==> src/rtl/alu.sv <==
// Registered WIDTH-bit ALU: eight operations selected by sel.
// The result and its status flags are captured one clock after an accepted request.
module alu #(
  parameter int WIDTH = 4
) (
  input  logic             clk,
  input  logic             rst_n,
  input  logic [WIDTH-1:0] A,
  input  logic [WIDTH-1:0] B,
  input  logic [2:0]       sel,
  input  logic             in_valid,
  output logic [WIDTH-1:0] result,
  output logic             out_valid,
  output logic             carry,
  output logic             overflow,
  output logic             zero,
  output logic             negative
);

  localparam int MSB = WIDTH - 1;

  typedef enum logic [2:0] {
    OP_ADD    = 3'b000,
    OP_SUB    = 3'b001,
    OP_AND    = 3'b010,
    OP_OR     = 3'b011,
    OP_XOR    = 3'b100,
    OP_NOT    = 3'b101,
    OP_PASS_A = 3'b110,
    OP_PASS_B = 3'b111
  } op_e;

  logic [WIDTH:0]   sum_ext;
  logic [WIDTH:0]   diff_ext;
  logic [WIDTH-1:0] result_nx;
  logic             carry_nx;
  logic             overflow_nx;

  // Zero-extended subtraction: the top bit comes out as 1 exactly when A < B (borrow).
  always_comb begin
    sum_ext     = {1'b0, A} + {1'b0, B};
    diff_ext    = {1'b0, A} - {1'b0, B};
    result_nx   = '0;
    carry_nx    = 1'b0;
    overflow_nx = 1'b0;
    case (op_e'(sel))
      OP_ADD: begin
        result_nx   = sum_ext[WIDTH-1:0];
        carry_nx    = sum_ext[WIDTH];
        overflow_nx = (A[MSB] == B[MSB]) && (sum_ext[MSB] != A[MSB]);
      end
      OP_SUB: begin
        result_nx   = diff_ext[WIDTH-1:0];
        carry_nx    = diff_ext[WIDTH];
        overflow_nx = (A[MSB] != B[MSB]) && (diff_ext[MSB] != A[MSB]);
      end
      OP_AND:    result_nx = A & B;
      OP_OR:     result_nx = A | B;
      OP_XOR:    result_nx = A ^ B;
      OP_NOT:    result_nx = ~A;
      OP_PASS_A: result_nx = A;
      OP_PASS_B: result_nx = B;
      default:   result_nx = '0;
    endcase
  end

  // Idle cycles keep the last result and flags; only out_valid follows in_valid.
  always_ff @(posedge clk) begin
    if (!rst_n) begin
      result    <= '0;
      out_valid <= 1'b0;
      carry     <= 1'b0;
      overflow  <= 1'b0;
      zero      <= 1'b0;
      negative  <= 1'b0;
    end else begin
      out_valid <= in_valid;
      if (in_valid) begin
        result   <= result_nx;
        carry    <= carry_nx;
        overflow <= overflow_nx;
        zero     <= (result_nx == '0);
        negative <= result_nx[MSB];
      end
    end
  end

endmodule

==> config.mk <==
export PLATFORM = sky130hd
export DESIGN_NAME = alu
export DESIGN_NICKNAME = d
export VERILOG_FILES = /design/src/rtl/alu.sv
export SDC_FILE = /design/constraint.sdc
export NUM_CORES = 1
export LEC_CHECK = 0
export ABC_AREA = 1
export CAP_MARGIN = 0
export CORE_UTILIZATION = 50
export DETAILED_ROUTE_END_ITERATION = 10
export DONT_BUFFER_PORTS = 1
export GPL_ROUTABILITY_DRIVEN = 0
export GPL_TIMING_DRIVEN = 0
export HOLD_SLACK_MARGIN = 0.06
export PLACE_DENSITY_LB_ADDON = 0.25
export SLEW_MARGIN = 20
export SYNTH_ARGS = -nofsm -noshare
export SYNTH_HDL_FRONTEND = slang
export SYNTH_SLANG_ARGS = --single-unit
==> constraint.sdc <==
create_clock -name clk -period 1.9 [get_ports clk]
set_input_delay 0.38 -clock clk [delete_from_list [all_inputs] [get_ports clk]]
set_output_delay 0.38 -clock clk [all_outputs]
set_load 0.005 [all_outputs]
==> out/qor.csv, run 1 <==
metric;value;unit
die_w;46.3;um
drv_cap;0;
maxSlewViolCount;0;
period_needed;1.65;ns
async_flop_share;0;%
cts-buffers-inserted;3;
path_cells;inv_1, ha_1, fa_1, nand3b_1, nand2_1, nor2_1, nand3_1, nor2_1, nand3_1, a21oi_1;
cts_hold_buf;0;
h-tree-depth;1;
ys_ff_latch;8;
start_util;55.1;%
power_density;472;mW/mm^2
synth_top_area_share;16.3;%
layout-drive-gt1-share;6.71;%
worstMarginPinSlew;0.392;ns
r2r_setup_slack;1.25;ns
drt_iter0_markers;41;
nNetsFinal;194;
worst_slack;0.253;ns
finClkSkew;0;ns
crit_path_end_kind;register;
cts_setup_buffers;0;
stdcell_area;0.00104;mm^2
vdd_ir_drop_max;321;uV
synthesis.nets;189;
grt_pass1_vias;909;
multiInputGateArea;702;um^2
final_common_cell;nand2_1;
rsz0062_at_grt;false;
ios;23;
status;complete, no violations;
portBuffers;0;
avgSynthCellArea;6.10;um^2
seq_area;160;um^2
r2r-end;result[0];
cts.sinks;8;
root_buffer;clkbuf_4;
syn2layout_area_growth;5.48;%
start_kind;input port;
fmax;0.607;GHz
maxSlewHeadroom;73.8;%
wire_per_inst;12.8;um
synth_seq_area_share;16.3;%
grt_overflow_total;0;
grt_antenna_before_repair;0;
grt_start_max_net_pins;11;
yosysUniqueCellTypes;21;
drcViolationCount;0;
die_h;46.3;um
synth_edf_count;0;
ant_nets;0;
min_from;in_valid;
grt_pass1_wl;3.83;mm
preCtsSetupSlack;0.00278;ns
cellLeakagePower;0.543;nW
syn_area;982;um^2
clk_pin_slew;0.05;ns
finalSetupViolations;0;
cts_tree;yes;
fin_setup_tns;0;ns
grtUsageTotal;25.2;%
nFillCells;190;
yosys_most_used_dff;dfxtp_1;
vias_per_cell;5.66;
cts_resized;0;
worst_path_largest_cell_delay;0.48;ns
wirelength;2.41;mm
drtPass1Iterations;4;
diodes;0;
core;0.00178;mm^2
yosysTopAreaCell;dfxtp_1;
cp_max_fo;4;
rows;15;
synthTopCellsByArea;dfxtp_1 (16%), ha_1 (15%), nand2_1 (15%);
crit_type;in2reg;
r2r_cells;2;
vias;1069;
crit_required;2.09;ns
dp_hpwl;1.94;mm
finalHoldViolCount;0;
min_path_type;in2reg;
worst_ep_arrival_time;1.83;ns
holdPathStages;2;
timing.rr.start;result[0];
fin_crit_sh;86.7;%
clkLatencyLatePin;0.26;ns
syn_inst;161;
ys_warn_count;0;
hold_end;out_valid;
final_cell_mix;nand2_1 (38), nor2_1 (24), inv_1 (21), nand3_1 (19), ha_1 (12);
dieArea;0.00215;mm^2
final_core_utilization;58.1;%
detailed_place.area;0.00101;mm^2
cts_max_path_buffers;2;
cp_slowest_cell;fa_1;
==> critical path: cells and delay by family <==
family                   cells  cell delay, ns
AO/OA/AOI/OAI                1            0.13
adder cells (fa/ha/maj)      2            0.73
buffers and inverters        1            0.04
AND/OR/NAND/NOR              6            0.56
==> report_power, final <==
part / switching (mW) / total [mW] / internal [mW]
clock network: 0.0577 / 0.130 / 0.0722
registers: 0.00684 / 0.185 / 0.178
logic: 0.110 / 0.174 / 0.0639
total: 0.175 / 0.489 / 0.315
==> logic make-up (layout without fill, tap and decap cells) <==
family                     Yosys count  after routing  synth area share, %
and+or+nand+nor                     96             96                 42.7
buffers and inverters               26             29                 12.2
AOI/OAI and AO/OA                   17             17                 9.43
adders and majority gates           14             14                 19.4
DFF                                  8              8                 16.3
==> cell usage after synthesis, drive strengths merged, types with 2 or more instances <==
cell type	count
a21oi	7
buf	4
dfxtp	8
fa	2
ha	12
inv	22
nand2	39
nand3	19
nand3b	2
nand4	5
nor2	26
nor3	4
o211ai	2
o21ai	7
==> layout make-up <==
cell class	instances	area share, %
inverters	22	7.97
plain buffers	4	3.62
well taps	25	3.02
multi-input cells	127	67.8
flip-flops and latches	8	15.5
clock buffers	3	2.17
==> flip-flops by register name, indices dropped and copies added, names as in the netlist <==
| register | flops |
|---|---|
| carry | 1 |
| out_valid | 1 |
| overflow | 1 |
| result | 4 |
| zero | 1 |
==> per-stage QoR <==
stage	hold WS (ns)	instances	total power [mW]
global route	0.248	189	0.530
finish	0.247	189	0.489
floorplan	0.460	161	0.324
CTS	0.245	189	0.492
detailed placement	0.483	186	0.360
global placement	0.479	186	0.354
==> worst max-delay path by stage <==
stage,startpoint,to,slack (ns),cells past startpoint
after detailed placement,A[0],zero,0.003,10
after CTS,A[0],zero,0.27,10
after floorplan,A[0],zero,0.18,10
after global routing,A[0],zero,0.14,12
after global placement,A[0],zero,0.03,10
final,A[0],zero,0.25,10
==> metal layers <==
metal / up-vias / track usage (%) / wire length [um]
li1: 526 / - / -
met1: 495 / 33.2 / 1060
met2: 48 / 41.1 / 1140
met3: 0 / 7.45 / 216
met4: 0 / 3.53 / 0
met5: - / 0 / 0
No activity file was read; power rests on OpenSTA's default activity.
==> run 2, diff against run 1 <==
- CORE_UTILIZATION: 50 -> 49
- DONT_BUFFER_PORTS: 1 -> not set
==> run 2 against run 1 <==
  * Critical endpoint unchanged
  * Via count rose by 7.5%
  * Core utilization is 13 points higher
  * Combinational power rose by 44%
  * Wire length increased by 9.1%
  * Maximum frequency decreased by 9.1%
  * Largest cell class unchanged
  * Highest routed layer is now met4
  * Clock skew unchanged
  * Non-clock buffer count is 22 higher
  * Largest power group is now combinational logic
  * Worst setup slack got worse by 0.16 ns
  * Register-to-register slack improved by 0.02 ns
==> out/qor.csv, run 2 (same netlist as run 1, synthesis figures left out) <==
metric;value;unit
vias;1149;
grtUsageTotal;26.0;%
cp_max_fo;7;
dp_hpwl;1.99;mm
worstMarginPinSlew;0.374;ns
switching_share;36.2;%
start_util;54.5;%
finalHoldViolCount;0;
portBuffers;21;
fin_crit_sh;95.3;%
syn2layout_area_growth;31.2;%
wirelength;2.63;mm
power_density;437;mW/mm^2
pwr-share-clk;23.2;%
path_cells;clkdlybuf4s50_1, inv_1, ha_2, inv_1, nand2_1, nand3_1, nand2_1, nand2_1, nand3_1, a21oi_1;
crit_path_end_kind;register;
detailed_place.area;0.00122;mm^2
crit_family;buffers and inverters;
grt_start_max_net_pins;11;
drt_iter0_markers;54;
wire_per_inst;12.5;um
grt_pass1_vias;942;
ios;23;
registers.top_by_ff_count;result;
rows;15;
dieArea;0.00219;mm^2
rsz0062_at_grt;false;
min_path_type;reg2reg;
h-tree-depth;1;
preCtsSetupSlack;-0.551;ns
die_h;46.8;um
finalSetupViolations;0;
core;0.00180;mm^2
power_frac_seq;32.5;%
stdcell_area;0.00129;mm^2
finClkSkew;0;ns
grt_overflow_total;0;
maxSlewViolCount;0;
maxSlewHeadroom;75.0;%
nNetsFinal;216;
hold_slack;0.465;ns
cts-buffers-inserted;3;
fmax;0.552;GHz
start_kind;input port;
fin_setup_tns;0;ns
final_common_cell;nand2_1;
cp_slowest_cell;clkdlybuf4s50_1;
drcViolationCount;0;
worst_path_largest_cell_delay;0.51;ns
cts_max_path_buffers;2;
cts_tree;yes;
grt_pass1_wl;4.00;mm
layout-drive-gt1-share;12.9;%
crit_type;in2reg;
crit_required;2.05;ns
path_buf_inv;3;
cts_hold_buf;0;
grt_antenna_before_repair;0;
crit_top_cell;nand2_1;
cellLeakagePower;0.635;nW
root_buffer;clkbuf_4;
clkLatencyLatePin;0.26;ns
final_cell_mix;nand2_1 (38), nor2_1 (24), nand3_1 (19), inv_1 (17), clkdlybuf4s50_1 (14);
cts.sinks;8;
die_w;46.8;um
vias_per_cell;5.45;
vdd_ir_drop_max;453;uV
diodes;0;
worst_ep_arrival_time;1.96;ns
combPwrFrac;44.3;%
largest_reg_flops;4;
clk_pin_slew;0.05;ns
drtPass1Iterations;4;
worst_slack;0.0890;ns
drv_cap;0;
status;complete, no violations;
period_needed;1.81;ns
p_sw;204;uW
ant_nets;0;
p_int;359;uW
run 2: final cells by class:
cell class / count / area (um^2)
Fill cell: 172 / 513
Multi-Input combinational cell: 127 / 748
Inverter: 22 / 82.6
Sequential cell: 8 / 160
Buffer: 4 / 37.5
Clock buffer: 3 / 22.5
Timing Repair Buffer: 22 / 206
Tap cell: 25 / 31.3
run 2: final timing paths:
check / endpoint / depth (start not counted) / slack [ns] / start
max: zero / 10 / 0.09 / B[3]
min: overflow / 2 / 0.46 / overflow
max reg2reg: result[3] / 2 / 1.27 / result[3]
min reg2reg: overflow / 2 / 0.46 / overflow
run 2: routing by layer:
layer  global-route usage, %  part of all wire (%)
met1                    34.7                    45
met2                    41.7                    46
met3                    6.92                   6.8
met4                    6.86                   1.8
met5                       0                     0
run 2: worst min-delay path, delay by kind of cell, from the launching register on:
family,cells,cell delay (ns)
compound gates,1,0.06
flops,1,0.30
simple gates,1,0.06
run 2: timing repair:
item	4_1_cts	5_1_grt
setup endpoints to repair	6	5
pin swaps	0	2
buffers inserted	0	1
gates resized for setup	16	9
run 2: power groups by stage:
stage                     registers (mW)  logic [mW]  clock network (mW)
after floorplan                    0.187       0.136                   0
after global placement             0.186       0.225                   0
after detailed placement           0.186       0.232                   0
after CTS                          0.183       0.238               0.136
after global routing               0.183       0.277               0.144
final                              0.183       0.250               0.130
run 2: per-stage QoR:
step	std cells	total power, mW	util (%)
finish	211	0.563	71.5
global route	211	0.604	71.5
CTS	210	0.557	70.6
detailed placement	207	0.419	67.9
global placement	207	0.411	67.9
floorplan	161	0.324	-
